File: src/rtl/efuse_seq_ctrl.sv
// efuse_seq_ctrl: eFuse power-switch, program, read and verify sequencer
module efuse_seq_ctrl #(
    parameter int NBITS  = 32,
    parameter int T_RAMP = 16
) (
    input  logic             clk,
    input  logic             rst,
    input  logic [1:0]       mode,
    input  logic             start,
    input  logic [3:0]       tckhp,
    input  logic [NBITS-1:0] prog,
    input  logic             dout,
    output logic             en,
    output logic             rampena,
    output logic             short,
    output logic             csb,
    output logic             pgm,
    output logic             sclk,
    output logic [NBITS-1:0] q,
    output logic             busy,
    output logic             done,
    output logic             err
);
    localparam int BW = (NBITS > 1) ? $clog2(NBITS) : 1;
    localparam int TW = (T_RAMP > 16) ? $clog2(T_RAMP) : 4;

    typedef enum logic [3:0] {
        IDLE, PWR_EN, PWR_RAMP, PRG_HI, PRG_LO, PWR_DN, RD_HI, RD_LO, CHECK, DONE
    } state_t;

    state_t           state, state_nx;
    logic [TW-1:0]    cnt;
    logic [BW-1:0]    bit_idx;
    logic [1:0]       mode_r;
    logic [NBITS-1:0] prog_r;
    logic             start_d;
    logic             accept;
    logic             last;
    logic             ramp_end;

    assign accept   = state == IDLE && start && !start_d && mode != 2'b00;
    assign last     = bit_idx == BW'(NBITS - 1);
    assign ramp_end = cnt == TW'(T_RAMP - 1);

    // next-state sequencing; cnt times the dwell in the current state
    always_comb begin
        state_nx = state;
        case (state)
            IDLE:     state_nx = accept ? (mode == 2'b10 ? RD_HI : PWR_EN) : IDLE;
            PWR_EN:   state_nx = ramp_end ? PWR_RAMP : PWR_EN;
            PWR_RAMP: state_nx = ramp_end ? PRG_HI : PWR_RAMP;
            PRG_HI:   state_nx = cnt == TW'(tckhp) ? PRG_LO : PRG_HI;
            PRG_LO:   state_nx = cnt[0] ? (last ? PWR_DN : PRG_HI) : PRG_LO;
            PWR_DN:   state_nx = ramp_end ? (mode_r == 2'b11 ? RD_HI : CHECK) : PWR_DN;
            RD_HI:    state_nx = RD_LO;
            RD_LO:    state_nx = last ? CHECK : RD_HI;
            CHECK:    state_nx = DONE;
            DONE:     state_nx = IDLE;
            default:  state_nx = IDLE;
        endcase
    end

    // state, timers, latched request, read-back register and verify flag
    always_ff @(posedge clk) begin
        if (!rst) begin
            state   <= IDLE;
            cnt     <= '0;
            bit_idx <= '0;
            mode_r  <= '0;
            prog_r  <= '0;
            q       <= '0;
            err     <= 1'b0;
            start_d <= 1'b1;  // a start still high after reset must drop before it counts
        end else begin
            state   <= state_nx;
            start_d <= start;
            cnt     <= (state_nx == state && state != IDLE) ? cnt + 1'b1 : '0;
            if (state == IDLE || state == PWR_DN)
                bit_idx <= '0;
            else if ((state == PRG_LO || state == RD_LO) && state_nx != state && !last)
                bit_idx <= bit_idx + 1'b1;
            if (accept) begin
                mode_r <= mode;
                prog_r <= prog;
                err    <= 1'b0;
            end
            if (state == RD_HI)
                q[bit_idx] <= dout;
            if (state == CHECK)
                err <= mode_r == 2'b11 && q != prog_r;
        end
    end

    // Moore outputs decoded from the state
    always_comb begin
        en      = state inside {PWR_EN, PWR_RAMP, PRG_HI, PRG_LO, PWR_DN};
        rampena = state inside {PWR_RAMP, PRG_HI, PRG_LO};
        short   = !en;
        csb     = !(state inside {PRG_HI, PRG_LO, RD_HI, RD_LO});
        sclk    = state inside {PRG_HI, RD_HI};
        pgm     = state == PRG_HI && prog_r[bit_idx];
        busy    = !(state inside {IDLE, DONE});
        done    = state == DONE;
    end
endmodule

File: config.mk
export PLATFORM = sky130hd
export DESIGN_NAME = efuse_seq_ctrl
export DESIGN_NICKNAME = d
export VERILOG_FILES = /design/src/rtl/efuse_seq_ctrl.sv
export SDC_FILE = /design/constraint.sdc
export NUM_CORES = 1
export LEC_CHECK = 0
export CORE_UTILIZATION = 52
export CTS_CLUSTER_DIAMETER = 120
export DETAILED_ROUTE_END_ITERATION = 7
export PLACE_DENSITY = 0.82
export SYNTH_ARGS = -nofsm -noshare
export SYNTH_HDL_FRONTEND = slang
export SYNTH_SLANG_ARGS = --single-unit
File: constraint.sdc
create_clock -name clk -period 2.8 [get_ports clk]
set_input_delay 0.56 -clock clk [delete_from_list [all_inputs] [get_ports clk]]
set_output_delay 0.56 -clock clk [all_outputs]
set_load 0.02 [all_outputs]
==> flow_metrics.py, run 1 <==
metrics = {
    "setup_path": {
        "crit_chain": "mux4_2, a22o_1, a221oi_1, a31oi_1, clkdlybuf4s15_1",
        "r2r_cells": 11,
        "regToRegSetupSlack_ns": 0.20,
        "required_ns": 2.24,
        "cp_slowest_stage_delay_ns": 0.49,
        "cp.arrival_ns": 2.16,
        "crit_path_start_kind": "flip-flop",
        "r2r-start": "bit_idx[0]$_SDFFE_PP0P_",
        "reg2reg_to": "cnt[2]$_SDFF_PN0_",
        "critical_path_peak_fanout": 6,
        "timing.setup.critical_path_class": "reg2out",
        "critical_path.slowest_cell": "sky130_fd_sc_hd__mux4_2",
        "end_kind": "primary output",
    },
    "routing": {
        "antenna_viol_nets_final": 0,
        "drt_pass1_iterations": 4,
        "detail_route.wirelength_mm": 12.1,
        "viasPerCell": 5.71,
        "route.detailed.drc": 0,
        "detailedRoute.firstIterationViolations": 275,
        "route.detailed.wl_per_inst_um": 16.6,
        "routed-via-count": 4166,
    },
    "worst_hold_path": {
        "hold_class": "reg2reg",
        "worst_hold_path.num_cells": 2,
        "worstHoldStart": "mode_r[1]$_SDFFE_PN0N_",
        "timing.hold.worst_endpoint": "mode_r[1]$_SDFFE_PN0N_",
    },
    "grt": {
        "antenna_violations_before_repair": 0,
        "grtUsageTotal_pct": 29.2,
        "overflow": 0,
        "largest_net_degree_at_the_start_of_global_routing": 40,
        "grt_pass1_wl_mm": 19.5,
        "first_global_vias": 4043,
    },
    "synth": {
        "per_instance_average_area_after_synthesis_um2": 8.18,
        "area_share_of_the_leading_cell_type_in_the_synthesized_netlist_pct": 37.0,
        "synth_cell_type_count": 52,
        "yosys_warn_count": 0,
        "synth.cell_area_um2": 4380,
        "library_cell_occupying_the_most_area_in_the_post_synthesis_netlist": "sky130_fd_sc_hd__dfxtp_1",
        "synth.yosys.seq_area_share_pct": 37.0,
        "synth_flop_cell": "sky130_fd_sc_hd__dfxtp_1",
        "postSynth.asyncResetShare_pct": 0,
        "syn-num-nets": 583,
        "synth.top_cells.by_area": "sky130_fd_sc_hd__dfxtp_1, sky130_fd_sc_hd__nand2_1, sky130_fd_sc_hd__a21boi_0, sky130_fd_sc_hd__xor2_1, sky130_fd_sc_hd__nand3_1",
        "synth-edff-count": 0,
        "postSynthRegisterBits": 81,
        "number_of_instances_in_the_synthesized_netlist": 535,
    },
    "sta": {
        "setup-violations-final": 0,
        "max_clock_freq_ghz": 0.367,
        "setup_repair_after_global_routing_missed_its_margin": "true",
        "maxSlewHeadroom_pct": 60.4,
        "worstMarginPinSlew_ns": 0.590,
        "fin_hold_ws_ns": 0.490,
        "report.final.slew_viol_count": 0,
        "post-route-worst-setup-slack_ns": 0.0770,
        "worst_clock_skew_ns": 0.0105,
        "timing.final.hold_violations": 0,
        "final.period_utilization_pct": 97.2,
        "fin_crit_ns": 2.72,
    },
    "clocking": {
        "clock_tree.buffer_depth": 2,
        "cts-buffers-inserted": 9,
        "clock-root-buffer": "sky130_fd_sc_hd__clkbuf_8",
        "cts_num_sinks": 81,
        "cts.reportedPaths.clkPinSlew_ns": 0.08,
        "htreeDepth": 3,
        "clock_insertion_delay_worst_skew_ns": 0.37,
        "cts_tree": "done",
    },
    "die": {
        "die_w_um": 93.7,
        "die-height_um": 93.7,
        "initial_core_util_pct": 53.5,
        "rows": 33,
        "floorplan.core_area_um2": 8180,
        "floorplan.die_area_um2": 8790,
        "io-pin-count": 83,
    },
    "layout": {
        "final_layout_size_suffix_gt1_share_pct": 10.2,
        "num-fill-cells": 664,
        "layout.cell_area.non_filler_um2": 5610,
        "antenna_cells": 0,
        "nNetsFinal": 668,
        "area.sequential_um2": 1630,
        "layout-area-overhead-vs-synth_pct": 28.3,
        "multiInputGateArea_um2": 2570,
    },
    "power": {
        "leakage_nw": 2.12,
        "power_mw": 2.35,
        "ir_worst_vdd_mv": 0.399,
        "pwr_cell_area_nw_per_um2": 418,
    },
    "job": {
        "max_cap_viol_count": 0,
    },
    "outcome": {
        "run_status": "finished clean",
    },
    "placement": {
        "port-buffer-count": 82,
        "gpl.final_weighted_congestion": 0.908,
        "dp.final_hpwl_mm": 8.97,
        "dp_slack_ns": 0.0692,
        "placement.cell_area_um2": 5400,
    },
}
[repair_timing]
action / CTS / global route
pin swaps: 0 / 0
gates resized for setup: 2 / 3
hold buffers: 0 / 0
setup endpoints to repair: 1 / 4
setup buffers: 0 / 0
[logic make-up after synthesis]
family	synth area share, %
flops	37.0
fa+ha+maj	1.72
compound gates	17.5
simple gates	26.6
buf+inv	4.32
mux	5.29
xor+xnor	7.60
[cell type report]
cell class              count  area share (%)
multi-input cells         409            45.8
well taps                 105            2.34
clock buffers              11            2.34
clock inverters             5            1.43
inverters                   5           0.334
flip-flops and latches     81            29.0
repair buffers            114            18.8
[synthesized netlist by cell type (5+ instances only)]
cell type	instances
sky130_fd_sc_hd__nor2b_1	6
sky130_fd_sc_hd__xor2_1	33
sky130_fd_sc_hd__ha_1	6
sky130_fd_sc_hd__mux4_2	8
sky130_fd_sc_hd__dfxtp_1	81
sky130_fd_sc_hd__clkbuf_1	30
sky130_fd_sc_hd__nand3_1	37
sky130_fd_sc_hd__nor4_1	8
sky130_fd_sc_hd__nor2_1	13
sky130_fd_sc_hd__and2_1	6
sky130_fd_sc_hd__inv_1	5
sky130_fd_sc_hd__nand2b_1	7
sky130_fd_sc_hd__xnor2_1	5
sky130_fd_sc_hd__o21ai_0	6
sky130_fd_sc_hd__nand2_1	145
sky130_fd_sc_hd__nor3b_1	6
sky130_fd_sc_hd__a21boi_1	6
sky130_fd_sc_hd__nor3_1	6
sky130_fd_sc_hd__a21boi_0	62
[critical path, delay by kind of cell, from the launching register on]
kind	cells	cell delay, ns
buf+inv	1	0.30
compound gates	3	0.61
mux	1	0.49
flops	1	0.39
[routing by layer]
metal	routed length, µm	up-vias	GRT usage (%)	part of all wire, %
met5	0	-	0	0
met4	448	0	15.3	3.7
met3	654	36	5.10	5.4
met2	5920	148	49.3	49
met1	5080	1984	35.4	42
li1	-	1998	-	-
[placed cells by master (no fill, tap or decap), types with 5 or more instances in the layout]
cell                              Yosys  layout
sky130_fd_sc_hd__clkdlybuf4s50_1      0      80
sky130_fd_sc_hd__xor2_1              33      33
sky130_fd_sc_hd__nand3_1             37      37
sky130_fd_sc_hd__nor4_1               8       8
sky130_fd_sc_hd__xnor2_1              5       5
sky130_fd_sc_hd__nor2_1              13      13
sky130_fd_sc_hd__ha_1                 6       6
sky130_fd_sc_hd__mux4_2               8       8
sky130_fd_sc_hd__nor3_1               6       6
sky130_fd_sc_hd__and2_1               6       6
sky130_fd_sc_hd__a21boi_0            62      62
sky130_fd_sc_hd__nand2_1            145     145
sky130_fd_sc_hd__nor3b_1              6       6
sky130_fd_sc_hd__o21ai_0              6       6
sky130_fd_sc_hd__nand2b_1             7       7
sky130_fd_sc_hd__dfxtp_1             81      79
sky130_fd_sc_hd__inv_1                5       5
sky130_fd_sc_hd__clkbuf_8             0       9
sky130_fd_sc_hd__buf_4                2      32
sky130_fd_sc_hd__nor2b_1              6       6
sky130_fd_sc_hd__a21boi_1             6       6
[through the flow]
stage | TNS [ns] | cells | util [%]
finish | 0 | 730 | 68.7
global route | -0.0224 | 730 | 68.7
detailed placement | 0 | 714 | 66.0
floorplan | 0 | 535 | -
global placement | 0 | 714 | 66.0
CTS | 0 | 730 | 68.6
[how the worst max path moves through the flow]
stage                                  from                 to  slack [ns]  cells after the start
global placement    bit_idx[0]$_SDFFE_PP0P_                pgm        0.09                      5
detailed placement  bit_idx[0]$_SDFFE_PP0P_  cnt[2]$_SDFF_PN0_        0.07                     11
CTS                 bit_idx[0]$_SDFFE_PP0P_                pgm      0.0006                      5
floorplan           bit_idx[0]$_SDFFE_PP0P_                pgm        0.23                      5
global route        bit_idx[0]$_SDFFE_PP0P_                pgm       -0.02                      5
finish              bit_idx[0]$_SDFFE_PP0P_                pgm        0.08                      5
[report_power, final]
group | total [mW] | internal, mW | switching (mW)
sequential | 1.19 | 1.17 | 0.0210
clock | 0.931 | 0.501 | 0.430
combinational | 0.229 | 0.124 | 0.105
total | 2.35 | 1.79 | 0.556
[sequential cells by signal, indices dropped and copies added, names as in the netlist]
register / count
start_d: 1
bit_idx: 5
cnt: 4
q: 32
mode_r: 2
err: 1
state: 4
prog_r: 32
Note: power is estimated with default switching activity, not from simulation.
==> inputs of run 2 (changes only) <==
==> constraint.sdc (replaced) <==
create_clock -name clk -period 2.9 [get_ports clk]
set_input_delay 0.58 -clock clk [delete_from_list [all_inputs] [get_ports clk]]
set_output_delay 0.58 -clock clk [all_outputs]
set_load 0.02 [all_outputs]
==> flow_metrics.py, run 2 (synthesis results as in run 1) <==
metrics = {
    "clocking": {
        "clock-root-buffer": "sky130_fd_sc_hd__clkbuf_8",
        "clock_insertion_delay_worst_skew_ns": 0.37,
        "cts_tree": "done",
        "htreeDepth": 3,
        "cts.reportedPaths.clkPinSlew_ns": 0.08,
        "postCtsHoldBufs": 0,
        "cts-buffers-inserted": 9,
        "cts_num_sinks": 81,
        "clock_tree.buffer_depth": 2,
    },
    "routing": {
        "antenna_viol_nets_final": 0,
        "detail_route.wirelength_mm": 12.3,
        "route.detailed.wl_per_inst_um": 17.0,
        "drt_pass1_iterations": 5,
        "routed-via-count": 4149,
        "viasPerCell": 5.75,
        "route.detailed.drc": 0,
        "detailedRoute.firstIterationViolations": 272,
    },
    "die": {
        "initial_core_util_pct": 53.5,
        "die-height_um": 93.7,
        "rows": 33,
        "floorplan.core_area_um2": 8180,
        "io-pin-count": 83,
        "die_w_um": 93.7,
        "floorplan.die_area_um2": 8790,
    },
    "sta": {
        "fin_crit_ns": 2.75,
        "worst_clock_skew_ns": 0.0112,
        "fin_tns_setup_ns": 0,
        "maxSlewHeadroom_pct": 51.8,
        "report.final.slew_viol_count": 0,
        "fin_hold_ws_ns": 0.493,
        "setup-violations-final": 0,
        "worstMarginPinSlew_ns": 0.723,
        "timing.final.hold_violations": 0,
        "final.period_utilization_pct": 94.9,
        "setup_repair_after_global_routing_missed_its_margin": "false",
        "max_clock_freq_ghz": 0.364,
    },
    "power": {
        "ir_worst_vdd_mv": 0.305,
        "leakage_nw": 2.07,
        "pwr_cell_area_nw_per_um2": 398,
    },
    "layout": {
        "nNetsFinal": 659,
        "num-fill-cells": 672,
        "largest_registers": "prog_r (32), q (32), bit_idx (5)",
        "layout-area-overhead-vs-synth_pct": 26.6,
        "layout.cells.non_filler": 721,
        "final_layout_size_suffix_gt1_share_pct": 8.93,
        "utilization_pct": 67.8,
        "layout_common_cells": "sky130_fd_sc_hd__nand2_1, sky130_fd_sc_hd__dfxtp_1, sky130_fd_sc_hd__clkdlybuf4s50_1, sky130_fd_sc_hd__a21boi_0, sky130_fd_sc_hd__nand3_1",
        "commonest_non_fill_non_tap_cell_in_the_layout": "sky130_fd_sc_hd__nand2_1",
        "antenna_cells": 0,
    },
    "worst_hold_path": {
        "worst_hold_path.num_cells": 2,
        "hold_class": "reg2reg",
    },
    "setup_path": {
        "timing.critical_path.buf_inv": 2,
        "timing.setup.critical_path_class": "reg2out",
        "r2r_cells": 11,
        "top_cell_family_by_delay_on_the_critical_path": "simple AND/OR/NAND/NOR gates",
        "crit_path_start_kind": "flip-flop",
        "crit_chain": "nand2b_1, nor3b_1, inv_1, nand2_1, clkdlybuf4s50_1",
        "critical_path_peak_fanout": 16,
        "required_ns": 2.32,
        "critical_path.slowest_cell": "sky130_fd_sc_hd__clkdlybuf4s50_1",
        "cp.arrival_ns": 2.17,
        "cp_slowest_stage_delay_ns": 0.59,
        "end_kind": "primary output",
        "timing.critical_path.depth": 5,
    },
    "placement": {
        "gpl.final_weighted_congestion": 0.925,
        "dp.final_hpwl_mm": 8.99,
        "place_inst": 705,
        "port-buffer-count": 82,
    },
    "grt": {
        "grt_pass1_wl_mm": 19.5,
        "grtUsageTotal_pct": 29.2,
        "overflow": 0,
        "antenna_violations_before_repair": 0,
        "largest_net_degree_at_the_start_of_global_routing": 42,
        "first_global_vias": 3955,
    },
    "job": {
        "max_cap_viol_count": 0,
    },
    "outcome": {
        "run_status": "finished clean",
    },
}
## run 2: cell type report
class,instances,area (µm²),share of cell area [%]
clock buffers,11,141,2.55
inverters,5,18.8,0.339
flip-flops and latches,81,1620,29.3
well taps,105,131,2.37
multi-input cells,409,2570,46.4
repair buffers,105,1000,18.1
clock inverters,5,55.1,0.994
## run 2: metal layers
metal	part of all wire [%]	vias up	global-route usage, %
met4	3.4	0	11.7
met1	41	1955	35.3
li1	-	1980	-
met2	49	175	50.5
met3	6.5	39	5.91
met5	0	-	0
## run 2: worst paths after layout
check,start,endpoint,slack [ns]
worst max-delay path,state[3]$_SDFF_PN0_,sclk,0.15
worst min register to register,mode_r[0]$_SDFFE_PN0N_,mode_r[0]$_SDFFE_PN0N_,0.49
worst max register to register,bit_idx[0]$_SDFFE_PP0P_,cnt[0]$_SDFF_PN0_,0.24
worst min-delay path,mode_r[0]$_SDFFE_PN0N_,mode_r[0]$_SDFFE_PN0N_,0.49
## run 2: repair_timing
action	in CTS	in global routing
setup endpoints to repair	1	5
setup buffers	0	0
resized for setup	1	2
## run 2: worst register-to-register path, delay by kind of cell, from the launching register on
| family | cells | cell delay, ns |
|---|---|---|
| AND/OR/NAND/NOR | 5 | 1.01 |
| AO/OA/AOI/OAI | 3 | 0.69 |
| flip-flops | 1 | 0.39 |
| adder cells (fa/ha/maj) | 2 | 0.35 |
| buffers and inverters | 1 | 0.17 |
## run 2: per-stage QoR
step / setup WS [ns] / instance area [µm²] / power (mW)
after floorplan: 0.308 / 4380 / 1.28
after global placement: 0.234 / 5340 / 1.39
after detailed placement: 0.183 / 5340 / 1.39
after CTS: 0.0329 / 5540 / 2.22
after global routing: 0.0142 / 5540 / 2.28
final: 0.149 / 5540 / 2.21
## run 2: where the power goes
| part | internal [mW] | total, mW | switching, mW |
|---|---|---|---|
| combinational | 0.119 | 0.221 | 0.102 |
| sequential | 1.13 | 1.15 | 0.0210 |
| clock | 0.418 | 0.836 | 0.417 |
| total | 1.67 | 2.21 | 0.540 |
